File: config.mk
export PLATFORM = sky130hd
export DESIGN_NAME = fp_acc
export DESIGN_NICKNAME = d
export VERILOG_FILES = /design/src/rtl/fp_acc.sv
export SDC_FILE = /design/constraint.sdc
export NUM_CORES = 1
export LEC_CHECK = 0
export CAP_MARGIN = 20
export CORE_MARGIN = 4
export CORE_UTILIZATION = 50
export CTS_CLUSTER_SIZE = 10
export DETAILED_ROUTE_END_ITERATION = 16
export GPL_TIMING_DRIVEN = 0
export PLACE_DENSITY = 0.7
export SLEW_MARGIN = 20
export SYNTH_ARGS = -nofsm -noshare
export SYNTH_HDL_FRONTEND = slang
export SYNTH_SLANG_ARGS = --single-unit
File: constraint.sdc
create_clock -name clock -period 21.8 [get_ports clock]
set_input_delay 2.18 -clock clock [delete_from_list [all_inputs] [get_ports clock]]
set_output_delay 2.18 -clock clock [all_outputs]
set_load 0.02 [all_outputs]
File: src/rtl/fp_acc.sv
// Streaming float accumulator: sums each data_last-delimited vector of products
// and holds one [s][EXP][MANT] result per vector. Define FP_ACC_COUNT_EN for result_count.
module fp_acc #(
  parameter int EXP   = 5,
  parameter int MANT  = 10,
  parameter int WIDTH = EXP + MANT + 1,
  parameter int CNT_W = 16
) (
  input  logic             clock,
  input  logic             clock_areset_n,
  input  logic             clear,
  input  logic             data_valid,
  input  logic             data_last,
  input  logic [WIDTH-1:0] data,
  output logic             data_ready,
  output logic             result_valid,
  input  logic             result_ready,
  output logic [WIDTH-1:0] result,
  output logic             saturated
`ifdef FP_ACC_COUNT_EN
  ,
  output logic [CNT_W-1:0] result_count
`endif
);

  localparam int MW  = MANT + 1;          // mantissa including hidden bit
  localparam int LZW = $clog2(MW + 1);

  typedef enum logic {ACCUM, HOLD} state_t;

  state_t             state_q, state_d;
  logic [WIDTH-1:0]   acc;
  logic               sat_sticky;
  logic               accept;

  // fpadd datapath
  logic               a_zero, b_zero, a_big, big_s;
  logic [EXP+MANT-1:0] a_mag, b_mag;
  logic [EXP-1:0]     big_e, small_e, ediff;
  logic [MW-1:0]      big_m, small_m, small_sh, dif;
  logic [MW:0]        sum;
  logic [LZW-1:0]     lzc;
  logic               lz_found;
  logic [MANT-1:0]    norm;
  logic [EXP:0]       e_up;
  logic [WIDTH-1:0]   add_res;
  logic               add_ovf;

  always_comb begin
    a_mag    = acc[WIDTH-2:0];
    b_mag    = data[WIDTH-2:0];
    a_zero   = (a_mag == '0);
    b_zero   = (b_mag == '0);
    a_big    = (a_mag >= b_mag);
    big_s    = a_big ? acc[WIDTH-1] : data[WIDTH-1];
    big_e    = a_big ? a_mag[EXP+MANT-1:MANT] : b_mag[EXP+MANT-1:MANT];
    small_e  = a_big ? b_mag[EXP+MANT-1:MANT] : a_mag[EXP+MANT-1:MANT];
    big_m    = {1'b1, (a_big ? a_mag[MANT-1:0] : b_mag[MANT-1:0])};
    small_m  = {1'b1, (a_big ? b_mag[MANT-1:0] : a_mag[MANT-1:0])};
    ediff    = big_e - small_e;
    // shifts past the mantissa width naturally yield zero
    small_sh = small_m >> ediff;
    sum      = {1'b0, big_m} + {1'b0, small_sh};
    dif      = big_m - small_sh;

    lzc      = '0;
    lz_found = 1'b0;
    for (int i = MW - 1; i >= 0; i--) begin
      if (!lz_found) begin
        if (dif[i]) lz_found = 1'b1;
        else        lzc = lzc + LZW'(1);
      end
    end
    norm = MANT'(dif << lzc);
    e_up = {1'b0, big_e} + (EXP+1)'(sum[MW]);

    add_ovf = 1'b0;
    if (b_zero)
      add_res = acc;
    else if (a_zero)
      add_res = data;
    else if (acc[WIDTH-1] == data[WIDTH-1]) begin
      if (e_up[EXP]) begin
        add_res = {big_s, {EXP{1'b1}}, {MANT{1'b1}}};
        add_ovf = 1'b1;
      end else begin
        add_res = {big_s, e_up[EXP-1:0], (sum[MW] ? sum[MANT:1] : sum[MANT-1:0])};
      end
    end else if (dif == '0 || {1'b0, big_e} < (EXP+1)'(lzc))
      add_res = '0;                       // exact cancel or underflow flushes to +0
    else
      add_res = {big_s, big_e - EXP'(lzc), norm};
  end

  // control FSM
  always_ff @(posedge clock or negedge clock_areset_n) begin
    if (!clock_areset_n) state_q <= ACCUM;
    else                 state_q <= state_d;
  end

  always_comb begin
    state_d = state_q;
    if (clear)
      state_d = ACCUM;
    else begin
      case (state_q)
        ACCUM:   if (accept && data_last) state_d = HOLD;
        HOLD:    if (result_valid && result_ready) state_d = ACCUM;
        default: state_d = ACCUM;
      endcase
    end
  end

  always_comb begin
    data_ready = (state_q == ACCUM);
  end

  assign accept = data_valid & data_ready;

  always_ff @(posedge clock or negedge clock_areset_n) begin
    if (!clock_areset_n) begin
      acc          <= '0;
      sat_sticky   <= 1'b0;
      result       <= '0;
      result_valid <= 1'b0;
      saturated    <= 1'b0;
    end else if (clear) begin
      acc          <= '0;
      sat_sticky   <= 1'b0;
      result_valid <= 1'b0;
    end else if (accept) begin
      if (data_last) begin
        result       <= add_res;
        saturated    <= sat_sticky | add_ovf;
        result_valid <= 1'b1;
        acc          <= '0;
        sat_sticky   <= 1'b0;
      end else begin
        acc          <= add_res;
        sat_sticky   <= sat_sticky | add_ovf;
      end
    end else if (result_valid && result_ready) begin
      result_valid <= 1'b0;
    end
  end

`ifdef FP_ACC_COUNT_EN
  logic [CNT_W-1:0] cnt, cnt_inc;
  assign cnt_inc = (&cnt) ? cnt : cnt + CNT_W'(1);

  always_ff @(posedge clock or negedge clock_areset_n) begin
    if (!clock_areset_n) begin
      cnt          <= '0;
      result_count <= '0;
    end else if (clear) begin
      cnt          <= '0;
    end else if (accept) begin
      if (data_last) begin
        result_count <= cnt_inc;
        cnt          <= '0;
      end else begin
        cnt          <= cnt_inc;
      end
    end
  end
`endif

endmodule

# Word level (Yosys, flattened, before mapping)
# Cells that the tools add are included.
# word_totals
register_bits	36
in_bits	22
out_inout_bits	19
# classes
add_sub_neg	15
n_lt_le_gt_ge	2
eq_ne	2
shifts	2
mux	69
n_bitwise	4
reduce_logical	10
# op_table
cell	n
two-way mux 16 bit	7
two-way mux 4 bit	20
adder 4 x 1 -> 4 bit, second input constant	10
two-way mux 1 bit	35
logical NOT 15 bit	2
two-way mux 10 bit	3
greater-or-equal comparator 15 bit	1
two-way mux 15 bit	1
adder 11 x 11 -> 12 bit	1
logical NOT 11 bit	1
left shift 11 x 4 -> 10 bit	1
>> shifter 11 x 5 -> 11 bit	1
subtractor 11 bit	1
two-way mux 5 bit	2
adder 5 x 1 -> 6 bit	1
less-than comparator 5 x 4 -> 1 bit	1
subtractor 5 x 4 -> 5 bit	1
subtractor 5 bit	1
inequality test 3 bit, second input constant	1
AND reduction 3 bit	1
nonzero test 3 bit	1
logical AND 1 bit	2
inverter 1 bit	2
case mux 1 bit (2 select lines)	1
other kinds (6)	6

# Logic depth before layout (Yosys ltp)
# Gate-level depths: netlist of run 1.
# logic_depth
depth_word	45
ltp_mapped	66

# Worst setup path after synthesis of run 1
# Ideal clock, no wire load.
# synth_timing
path_kind	input to register
from	in data[10]
to	reg result[13]
arrival_ns	13.668
t_required_ns	21.668
path_slack_ns	8.000
stages	66
n_path_buf	6
cell_sequence	inv_1 ha_1 buf_6 a21oi_2 o21ai_1 a2111oi_0 nand2_1 clkbuf_1 clkbuf_1 a22oi_1 ha_1 clkbuf_1 inv_2 mux4_2 mux2i_1 a21oi_1 nor2_1 ha_1 [30 not listed] inv_1 ha_1 nand2_1 xnor2_1 and3_1 mux2_2 and2_1 buf_2 inv_2 ha_1 a21o_1 a21oi_1 nand2_1 nand2_1 a21oi_1 o2111a_1 a221oi_1 o21ai_1
# synth_between
elab_chain_len	42
word_cells_on_any_way	70
classes_between	add/sub: 15; order compare: 2; shift: 1; mux: 49; reduce/logical: 3
# synth_rtl
element	line_no	source
start, declared	14	input logic [WIDTH-1:0] data,
greater-or-equal comparator 15 bit	54	a_big = (a_mag >= b_mag);
two-way mux 5 bit (on tied branches)	56, 57	
subtractor 5 bit	60	ediff = big_e - small_e;
>> shifter 11 x 5 -> 11 bit	62	small_sh = small_m >> ediff;
subtractor 11 bit	64	dif = big_m - small_sh;
two-way mux 1 bit	70	if (dif[i]) lz_found = 1'b1;
adder 4 x 1 -> 4 bit	71	else lzc = lzc + LZW'(1);
two-way mux 4 bit	70	
[26 not listed]	-	
two-way mux 4 bit	70	
two-way mux 4 bit	69	if (!lz_found) begin
less-than comparator 5 x 4 -> 1 bit	89	end else if (dif == '0 || {1'b0, big_e} < (EXP+1)'(lzc))
logical OR 1 bit	89	
two-way mux 16 bit	89	
two-way mux 16 bit	82	else if (acc[WIDTH-1] == data[WIDTH-1]) begin
two-way mux 16 bit	80	else if (a_zero)
two-way mux 16 bit (*)	78	if (b_zero)
end signal, assigned	133	result <= add_res;
end, declared	18	output logic [WIDTH-1:0] result,
# Every way passes the cells marked *; elsewhere a longest branch is shown, timed or not.
# A chain may end at the register's enable or synchronous reset.

# Worst setup path in the final report of run 1
# layout_timing
from	in data[12]
to	reg acc[13]
# layout_between
elab_chain_len	45
word_cells_on_any_way	73
classes_between	add/sub: 15; order compare: 2; shift: 1; mux: 52; reduce/logical: 3
# layout_rtl
element	line_no	source
greater-or-equal comparator 15 bit	54	
two-way mux 5 bit (on tied branches)	56, 57	
subtractor 5 bit	60	
>> shifter 11 x 5 -> 11 bit	62	
subtractor 11 bit	64	
two-way mux 1 bit	70	
adder 4 x 1 -> 4 bit	71	
two-way mux 4 bit	70	
[29 not listed]	-	
logical OR 1 bit	89	
two-way mux 16 bit	89	
two-way mux 16 bit	82	
two-way mux 16 bit	80	
two-way mux 16 bit (*)	78	
two-way mux 16 bit (*)	132	if (data_last) begin
two-way mux 16 bit (*)	131	end else if (accept) begin
two-way mux 16 bit (*)	127	end else if (clear) begin
end signal, assigned	139	acc <= add_res;
end, declared	32	logic [WIDTH-1:0] acc;
# Every way passes the cells marked *; elsewhere a longest branch is shown, timed or not. The select of a mux whose other input is x is not followed.

==> results of run 1 <==
==> sequential cells by signal, indices dropped and copies added, names as in the netlist <==
signal and flops:
acc 16, result 16, result_valid 1, sat_sticky 1
saturated 1, state_q 1
==> placed cells by master (no fill, tap or decap), types with 7 or more instances in the layout <==
cell               n
clkdlybuf4s50_1   39
a211oi_1          14
mux2_2             8
xor2_1             8
nand2_1          103
o21ai_1           30
a311oi_1           7
mux2i_1           26
ha_1              49
xnor2_1           20
a21o_1            13
clkbuf_1          27
nor2b_1            8
nor2_1            72
dfrtp_1           36
a31oi_1            7
a21oi_1           64
buf_2              7
o21ai_0           51
a221oi_1           7
nand3_1           13
nor4_1            11
o21a_1             8
and2_1            11
inv_1             47
nor3_1            23
==> kinds of logic (layout without fill, tap and decap cells) <==
kind of cell | count (synthesis) | in the layout
flip-flops | 36 | 36
XOR/XNOR | 28 | 28
AND/OR/NAND/NOR | 291 | 291
buffers and inverters | 85 | 133
multiplexers | 37 | 37
AO/OA/AOI/OAI | 274 | 274
adder cells (fa/ha/maj) | 52 | 52
==> worst min path at each step <==
stage / cells past startpoint / endpoint / slack (ns)
after CTS: 2 / saturated$_DFFE_PN0P_ / 0.47
after floorplan: 2 / sat_sticky$_DFFE_PN0P_ / 0.47
after global placement: 2 / saturated$_DFFE_PN0P_ / 0.45
after detailed placement: 2 / saturated$_DFFE_PN0P_ / 0.46
final: 2 / saturated$_DFFE_PN0P_ / 0.47
after global routing: 2 / result[1]$_DFFE_PN0P_ / 0.51
==> per-layer routing <==
layer	wire [um]	vias to the layer above
met5	0	-
met4	472	0
met3	1700	40
met2	8890	326
met1	8790	3068
li1	-	3050
==> worst register-to-register path, delay by kind of cell (launching register included) <==
| kind | cells | cell delay (ns) |
|---|---|---|
| DFF | 1 | 0.58 |
| muxes | 2 | 0.51 |
| AOI/OAI and AO/OA | 26 | 5.49 |
| xor gates and xnor gates | 2 | 0.70 |
| adders and majority gates | 10 | 2.90 |
| buffers and inverters | 11 | 2.03 |
| and+or+nand+nor | 13 | 2.00 |
==> report_power, final <==
group / switching (mW) / internal [mW] / leakage (nW)
logic: 0.435 / 0.255 / 2.28
registers: 0.0222 / 0.0866 / 0.469
clock network: 0.0258 / 0.0415 / 0.0667
total: 0.483 / 0.383 / 2.81
==> cell type report <==
class                   instances  area [um^2]
multi-input cells             682         4550
clock inverters                 1         5.00
clock buffers                   6          129
repair buffers                 41          423
flip-flops and latches         36          901
fillers                      1103         4840
inverters                      50          188
plain buffers                  35          154
well taps                     143          179
==> results.md, run 1 <==
- Final Cycle Share: 75.5%
- Initial antenna violation count: 0
- Critical path capture point type: flip-flop
- Via Count: 6484
- Mapped Area: 5800 um^2
- Worst-Skew Late Latency: 0.28 ns
- Post_cts resized: 0
- Slew Limit Fails: 0
- Worst slew margin: 46.8%
- Critical-path maximum fanout: 10
- Flops & latches, synth: 36
- CTS tree: done
- Total chip power: 0.867 mW
- Synth top area share: 15.5%
- Leak: 2.81 nW
- Vias in the first global route: 6105
- Grt met3 use: 3.86%
- Drt first pass iters: 6
- Iter 0 DRT Violations: 756
- Synth Area in Compound Gates: 31.8%
- Crit-path leading delay family: compound AO/OA/AOI/OAI gates
- Core area: 11400 um^2
- Num CTS Buffers: 5
- Ys async rst share: 100%
- RSZ-0062 raised after global routing: no
- H-tree depth: 2
- Nets: 925
- # rows: 39
- Worst R2R Path Depth: 64
- Remaining Overflow, GRT: 0
- Fin Hold WS: 0.469 ns
- Setup TNS: 0 ns
- Final WL: 19900 um
- Largest area contributor in the netlist: dfrtp_1
- Hold-fix buffers, CTS: 0
- Die ar.: 13400 um^2
- Most used cell, CP: ha_1
- Crit path kind: in -> reg
- PortBufs: 40
- Gr busiest metal: met2
- Worst EP arrival: 16.61 ns
- Final setup violation count: 0
- CP Capture Point: acc[13]$_DFFE_PN0P_
- Post-synth top cells: nand2_1, nor2_1, a21oi_1
- Syn. warnings: 0
- Ant diodes: 0
- Mapped Cells: 803
- Clock sink count: 36
- Dpl cell area: 6400 um^2
- Clock skew: 0.00563 ns
- Largest family of logic cells by synthesized area: compound AO/OA/AOI/OAI gates
- Peak supply drop: 66.8 uV
- Most used DFF post-synth: dfrtp_1
- Initial cell density of the core: 51.0%
- Number of cells on the critical path: 66
- Layout cells sized above 1: 6.93%
- Global-route usage over all layers: 29.7%
- Post-DR wirelength/cell: 20.0 um
- Largest net degree at the start of global routing: 26
- Min-Delay Startpoint: saturated$_DFFE_PN0P_
- Io pins: 41
- Worst-Margin Slew: 0.798 ns
- Vias per cell: 6.52
- Startpoint types: input port
- Tmin final: 16.46 ns
- Synth Area in XOR/XNOR: 4.23%
- Multiplexer share of the synthesized area: 7.06%
- Max-cap violations: 0
- Post-synth EDFFs: 0
- Die Wd: 116 um
- Gpl congestion: 0.998
- Max Fclk: 60.7 MHz
- Syn nets: 877
- Reg2reg end: acc[13]$_DFFE_PN0P_
- Worst path slowest cell: xnor2_1
- First-pass GRT wire length: 31800 um
- Drc violations: 0
- Most common cell in the netlist: nand2_1
- Max Root-Sink Buffers: 2
- PD cells: 133 nW/um^2
- Buf/Inv on CP: 13
- Post-Synth Adder-Cell Area: 11.6%
- Cell area after layout: 6530 um^2
- Simple-gate share of the synthesized area: 23.9%
- Synth unique cells: 86
- Hold violation count in the final report: 0
- CP required: 21.94 ns
- Place WS: 5.33 ns
- Top cells by area, synth: dfrtp_1, ha_1, nand2_1, a21oi_1, nor2_1
- Worst hold path class: reg -> reg
- # Post-CTS Setup Buffers: 0
- Final Non-Filler Cells: 994
- Core Util, Final: 57.5%
- Routed Antenna Nets: 0
- GR Util met1: 42.7%
- CTS Root Cell: clkbuf_16
- Placed cell count: 987
- R2R Setup Slk: 7.45 ns
- Met2 GRT Util: 47.7%
- Mapped Avg Cell Area: 7.22 um^2
- Seq/Total Area, Yosys: 15.5%
- CTS clock-pin slew for the worst setup and hold paths: 0.05 ns
- Hpwl dp: 16100 um
- Area growth from synthesis to layout: 12.7%
- Status: completed
- Crit-path max cell delay: 0.62 ns
- Final WS setup: 5.34 ns
- CP Launch Point: data[12]
- Chip height: 116 um
- RR Startpoint: acc[12]$_DFFE_PN0P_
Note: power is estimated with default switching activity, not from simulation.
==> run 2, diff against run 1 <==
- PLACE_DENSITY: 0.7 -> 0.72
- clock period: 21.8 -> 13.6 ns (I/O delays scaled with it)
==> run 2 against run 1 <==
Net effect: wire length up 3.7%; worst hold slack improved by 0.0041 ns; sequential cell count unchanged; critical endpoint is now acc[11]$_DFFE_PN0P_; die area did not move.
==> results.md, run 2 (same netlist as run 1, synthesis figures left out) <==
- Hold violation count in the final report: 0 (unchanged)
- Commonest non-fill, non-tap cell in the layout: nand2_1
- Vias per cell: 6.57 (+0.72%)
- Initial antenna violation count: 0 (unchanged)
- Routed Antenna Nets: 0 (unchanged)
- Ant diodes: 0 (unchanged)
- Final setup violation count: 0 (unchanged)
- Max Fclk: 75.9 MHz
- Hpwl dp: 15700 um (-2.5%)
- CTS Root Cell: clkbuf_16
- Top Metal Used: met4
- RR Startpoint: acc[12]$_DFFE_PN0P_
- Dpl cell area: 6400 um^2 (unchanged)
- Total chip power: 1.50 mW (+73%)
- Met1 WL: 8690 um (-1.1%)
- Leak: 3.07 nW (+9.2%)
- Worst-Skew Late Latency: 0.28 ns (about the same)
- Global-route usage over all layers: 30.1% (+0.37 points)
- Area growth from synthesis to layout: 21.0%
- PortBufs: 40 (unchanged)
- WL met3: 1720 um (+0.70%)
- Critical path capture point type: flip-flop
- Iter 0 DRT Violations: 705 (-6.7%)
- Startpoint types: input port
- PD cells: 214 nW/um^2 (+61%)
- CP required: 13.73 ns (-8.21 ns)
- Crit path kind: in -> reg
- Largest net degree at the start of global routing: 23 (-12%)
- Hold-fix buffers, CTS: 0 (unchanged)
- Nets: 946 (+2.3%)
- Gpl congestion: 0.988 (-1.0%)
- Clock skew: 0.00320 ns (-0.00243 ns)
- Most frequent cells in the layout: nand2_1, nor2_1, a21oi_1, o21ai_0, ha_1
- Worst hold path class: reg -> reg
- Worst slew margin: 25.9% (-21 points)
- Status: completed
- Die Wd: 116 um (unchanged)
- Setup TNS: 0 ns (unchanged)
- Final Cycle Share: 96.8%
- Slew Limit Fails: 0 (unchanged)
- # rows: 39 (unchanged)
- Critical-path maximum fanout: 10 (unchanged)
- H-tree depth: 2 (unchanged)
- Peak supply drop: 130 uV (+95%)
- Num CTS Buffers: 5 (unchanged)
- CP Launch Point: data[0]
- Worst path slowest cell: clkdlybuf4s50_1
- Tmin final: 13.17 ns
- Vias in the first global route: 6169 (+1.0%)
- CTS tree: done
- Drt first pass iters: 7 (+1)
- Top Registers: acc (16), result (16)
- Max Root-Sink Buffers: 2 (unchanged)
- CTS clock-pin slew for the worst setup and hold paths: 0.06 ns (about the same)
- Post-DR wirelength/cell: 20.3 um (+1.4%)
- Most used cell, CP: ha_1
- Remaining Overflow, GRT: 0 (unchanged)
- Met2 wire length: 9590 um (+7.9%)
- Cell area after layout: 7020 um^2 (+7.4%)
- Min-Delay Startpoint: saturated$_DFFE_PN0P_
- Placed cell count: 987 (unchanged)
- First-pass GRT wire length: 32200 um (+1.3%)
- Core area: 11400 um^2 (unchanged)
- R2R Setup Slk: 1.37 ns (-6.08 ns)
- Layout cells sized above 1: 14.9% (+8.0 points)
- Fin Hold WS: 0.473 ns (+0.00408 ns)
- Chip height: 116 um (unchanged)
- Worst EP arrival: 13.30 ns (-3.31 ns)
- Max-cap violations: 0 (unchanged)
- Via Count: 6675 (+2.9%)
- Final Non-Filler Cells: 1016 (+2.2%)
- Initial cell density of the core: 51.0% (unchanged)
- Worst-Margin Slew: 1.08 ns (+0.285 ns)
- Drc violations: 0 (unchanged)
- Final WL: 20600 um (+3.7%)
- Clock sink count: 36 (unchanged)
- Crit-path max cell delay: 0.68 ns (+0.06 ns)
- Die ar.: 13400 um^2 (unchanged)
- Io pins: 41 (unchanged)
[run 2: timing repair]
action | 4_1_cts | 5_1_grt
setup buffers | 12 | 11
resized for setup | 32 | 52
endpoints found under the setup margin | 32 | 32
pin swaps | 10 | 19
[run 2: worst max-delay path, delay by kind of cell]
| family | cells | cell delay (ns) |
|---|---|---|
| mux | 4 | 1.44 |
| xor+xnor | 1 | 0.15 |
| buf+inv | 9 | 1.65 |
| compound gates | 21 | 3.77 |
| simple gates | 16 | 2.25 |
| fa+ha+maj | 10 | 2.67 |
[run 2: path summary, 6_finish.rpt]
check | end | depth (start not counted)
worst max-delay path | acc[11]$_DFFE_PN0P_ | 61
worst min-delay path | saturated$_DFFE_PN0P_ | 2
worst max register to register | acc[11]$_DFFE_PN0P_ | 61
worst min register to register | saturated$_DFFE_PN0P_ | 2
max in group asynchronous | acc[10]$_DFFE_PN0P_ | 2
min in group asynchronous | result_valid$_DFFE_PN0P_ | 1
[run 2: metal layers]
| metal | up-vias | track usage [%] |
|---|---|---|
| met5 | - | 0 |
| met4 | 0 | 8.20 |
| met3 | 54 | 5.33 |
| met2 | 348 | 48.6 |
| met1 | 3199 | 41.6 |
| li1 | 3074 | - |
[run 2: area by class of cell]
type                    instances  area, um^2
flip-flops and latches         36         901
fillers                      1025        4350
clock inverters                 2        10.0
plain buffers                  33         171
clock buffers                   6         139
inverters                      50         193
repair buffers                 64         606
multi-input cells             682        4820
well taps                     143         179
[run 2: metrics by stage]
stage | worst slack, ns | util (%)
2_1_floorplan | 0.620 | -
3_5_place_dp | -2.12 | 56.3
6_report | 0.432 | 61.7
3_3_place_gp | -1.82 | 56.1
4_1_cts | 0.00382 | 59.2
5_1_grt | -0.0412 | 61.7
[run 2: power breakdown]
| part | total [mW] | internal, mW | leakage (nW) | switching, mW |
|---|---|---|---|---|
| Combinational | 1.21 | 0.472 | 2.53 | 0.734 |
| Clock | 0.117 | 0.0722 | 0.0766 | 0.0444 |
| Sequential | 0.176 | 0.139 | 0.469 | 0.0372 |
| Total | 1.50 | 0.683 | 3.07 | 0.816 |
==> run 3, diff against run 2 <==
- ABC_AREA: unset -> 1
==> run 3 against run 2 <==
Net effect: sequential power about the same; worst hold slack improved by 0.0094 ns; total power up 12%; critical path depth grew 3; count of clock-buffer cells in the layout decreased by 1; via count decreased by 11%; setup slack improved by 1.4 ns; area after synthesis down 4.5%; clock skew shrank 0.00062 ns; non-clock buffer count down 34; maximum frequency up 12%; synthesized cell count up 14%; critical path type unchanged; largest cell class unchanged; highest routed layer unchanged.
==> results.md, run 3 <==
- CTS Root Cell: clkbuf_8
- Gpl congestion: 1.01 (+2.0%)
- PortBufs: 40 (unchanged)
- Seq/Total Area, Yosys: 16.3% (+0.73 points)
- Hold violation count in the final report: 0 (unchanged)
- Top Registers: acc (16), result (16)
- Worst-Margin Slew: 0.726 ns (-0.358 ns)
- Peak supply drop: 135 uV (+3.5%)
- Worst hold path class: reg -> reg
- Most used DFF post-synth: dfrtp_1
- Status: completed
- Nets: 1034 (+9.3%)
- Core area: 10800 um^2 (-4.7%)
- Ant diodes: 0 (unchanged)
- First-pass GRT wire length: 26700 um (-17%)
- Initial antenna violation count: 0 (unchanged)
- Remaining Overflow, GRT: 0 (unchanged)
- Io pins: 41 (unchanged)
- Most used cell, CP: nand2_1
- Synth top area share: 18.7% (+3.2 points)
- Die ar.: 12800 um^2 (-4.2%)
- CP required: 13.76 ns (+0.03 ns)
- Top cells by area, synth: nand2_1, dfrtp_1, ha_1, inv_1, nand3_1
- Layout cells sized above 1: 7.18% (-7.7 points)
- Max Fclk: 85.3 MHz (+12%)
- Post-synth EDFFs: 0 (unchanged)
- Mapped Avg Cell Area: 6.07 um^2 (-16%)
- Syn. warnings: 0 (unchanged)
- Worst-Skew Late Latency: 0.29 ns (about the same)
- Placed cell count: 1093 (+11%)
- Final WL: 16000 um (-22%)
- Ys async rst share: 100% (unchanged)
- Max Root-Sink Buffers: 2 (unchanged)
- Hold-fix buffers, CTS: 0 (unchanged)
- Critical path capture point type: flip-flop
- Drt first pass iters: 5 (-2)
- Flops & latches, synth: 36 (unchanged)
- Max-cap violations: 0 (unchanged)
- Worst slew margin: 51.1% (+25 points)
- # Post-CTS Setup Buffers: 0 (-12)
- Most common cell in the netlist: nand2_1
- Final Non-Filler Cells: 1101 (+8.4%)
- Crit path kind: in -> reg
- Final WS setup: 1.88 ns (+1.44 ns)
- H-tree depth: 2 (unchanged)
- Fin Hold WS: 0.483 ns (+0.00943 ns)
- Largest area contributor in the netlist: nand2_1
- Num CTS Buffers: 5 (unchanged)
- Synth unique cells: 50 (-42%)
- Vias per cell: 5.41 (-18%)
- Iter 0 DRT Violations: 539 (-24%)
- CTS tree: done
- Tmin final: 11.72 ns (-1.44 ns)
- Clock sink count: 36 (unchanged)
- Mapped Cells: 912 (+14%)
- CTS clock-pin slew for the worst setup and hold paths: 0.08 ns (+0.02 ns)
- R2R Setup Slk: 3.09 ns (+1.72 ns)
- Worst EP arrival: 11.88 ns (-1.42 ns)
- # rows: 38 (-2.6%)
- Grt met3 use: 2.46% (-2.9 points)
- Post_cts resized: 0 (-100%)
- Most frequent cells in the layout: nand2_1, inv_1, nand3_1, o21ai_0
- Initial cell density of the core: 51.1% (+0.077 points)
- Slew Limit Fails: 0 (unchanged)
- Commonest non-fill, non-tap cell in the layout: nand2_1
- Place WS: 1.70 ns (+3.83 ns)
- Largest net degree at the start of global routing: 32 (+39%)
- Global-route usage over all layers: 25.3% (-4.8 points)
- Gr busiest metal: met2
- Final setup violation count: 0 (unchanged)
- Mapped Area: 5540 um^2 (-4.5%)
- RSZ-0062 raised after global routing: no
- Setup TNS: 0 ns (unchanged)
- Chip height: 113 um (-2.1%)
- GR Util met1: 33.8% (-7.8 points)
- Drc violations: 0 (unchanged)
- Worst path slowest cell: clkdlybuf4s50_1
- Buf/Inv on CP: 12 (+3)
- Syn nets: 986 (+12%)
- Startpoint types: input port
- Area growth from synthesis to layout: 12.3%
- Via Count: 5957 (-11%)
- Final Cycle Share: 86.2% (-11 points)
- Hpwl dp: 13400 um (-15%)
- Critical-path maximum fanout: 10 (unchanged)
- Post-synth top cells: nand2_1, inv_1, nand3_1
- Die Wd: 113 um (-2.1%)
- Leak: 3.30 nW (+7.5%)
- PD cells: 271 nW/um^2 (+27%)
- Vias in the first global route: 5554 (-10%)
- Met2 GRT Util: 42.9% (-5.6 points)
- Routed Antenna Nets: 0 (unchanged)
- Clock skew: 0.00258 ns (-0.000622 ns)
- Crit-path leading delay family: simple AND/OR/NAND/NOR gates
- Post-DR wirelength/cell: 14.5 um (-28%)
- Crit-path max cell delay: 0.59 ns (-0.09 ns)
-- run 3: logic make-up after synthesis --
group,count (synthesis),share of synthesized area (%)
AO/OA/AOI/OAI,167,17.6
AND/OR/NAND/NOR,466,38.2
multiplexers,1,0.181
buffers and inverters,166,11.8
flip-flops,36,16.3
adder cells (fa/ha/maj),52,12.2
XOR/XNOR,24,3.80
-- run 3: layer usage --
metal	wire length [um]	vias to the layer above	part of all wire, %
li1	-	3080	-
met1	7170	2649	45
met2	7520	189	47
met3	767	39	4.8
met4	537	0	3.4
met5	0	-	0
-- run 3: report_power, final --
| group | switching [mW] | internal [mW] |
|---|---|---|
| Clock | 0.0408 | 0.0357 |
| Combinational | 0.943 | 0.487 |
| Sequential | 0.0341 | 0.142 |
| Total | 1.02 | 0.665 |
-- run 3: final cells by class --
cell class,instances,area (um^2)
buffer,22,113
clock buffer,5,68.8
clock inverter,3,18.8
fill,1130,4630
inverter,144,541
multi-input combinational,710,3980
sequential,36,901
tap,140,175
timing repair buffer,41,415
-- run 3: tightest hold or removal path, cell delays in order (launching register included) --
cell,delay (ns)
dfrtp_1,0.34
nand2_1,0.05
nand2_1,0.06
-- run 3: final timing paths --
path,start,to,depth (start not counted)
max reg2reg,acc[13]$_DFFE_PN0P_,result[12]$_DFFE_PN0P_,62
min in group asynchronous,clock_areset_n,result[0]$_DFFE_PN0P_,1
max,data[4],result[12]$_DFFE_PN0P_,64
max in group asynchronous,clock_areset_n,acc[10]$_DFFE_PN0P_,2
min reg2reg,result[6]$_DFFE_PN0P_,result[6]$_DFFE_PN0P_,2
min,result[6]$_DFFE_PN0P_,result[6]$_DFFE_PN0P_,2
-- run 3: per-stage QoR --
step | utilization, % | power [mW] | area [um^2]
6_report | 57.3 | 1.68 | 6210
5_1_grt | 57.3 | 1.88 | 6210
4_1_cts | 57.3 | 1.67 | 6210
3_5_place_dp | 56.5 | 1.59 | 6130
3_3_place_gp | 56.4 | 1.58 | 6110
2_1_floorplan | - | 1.22 | 5540
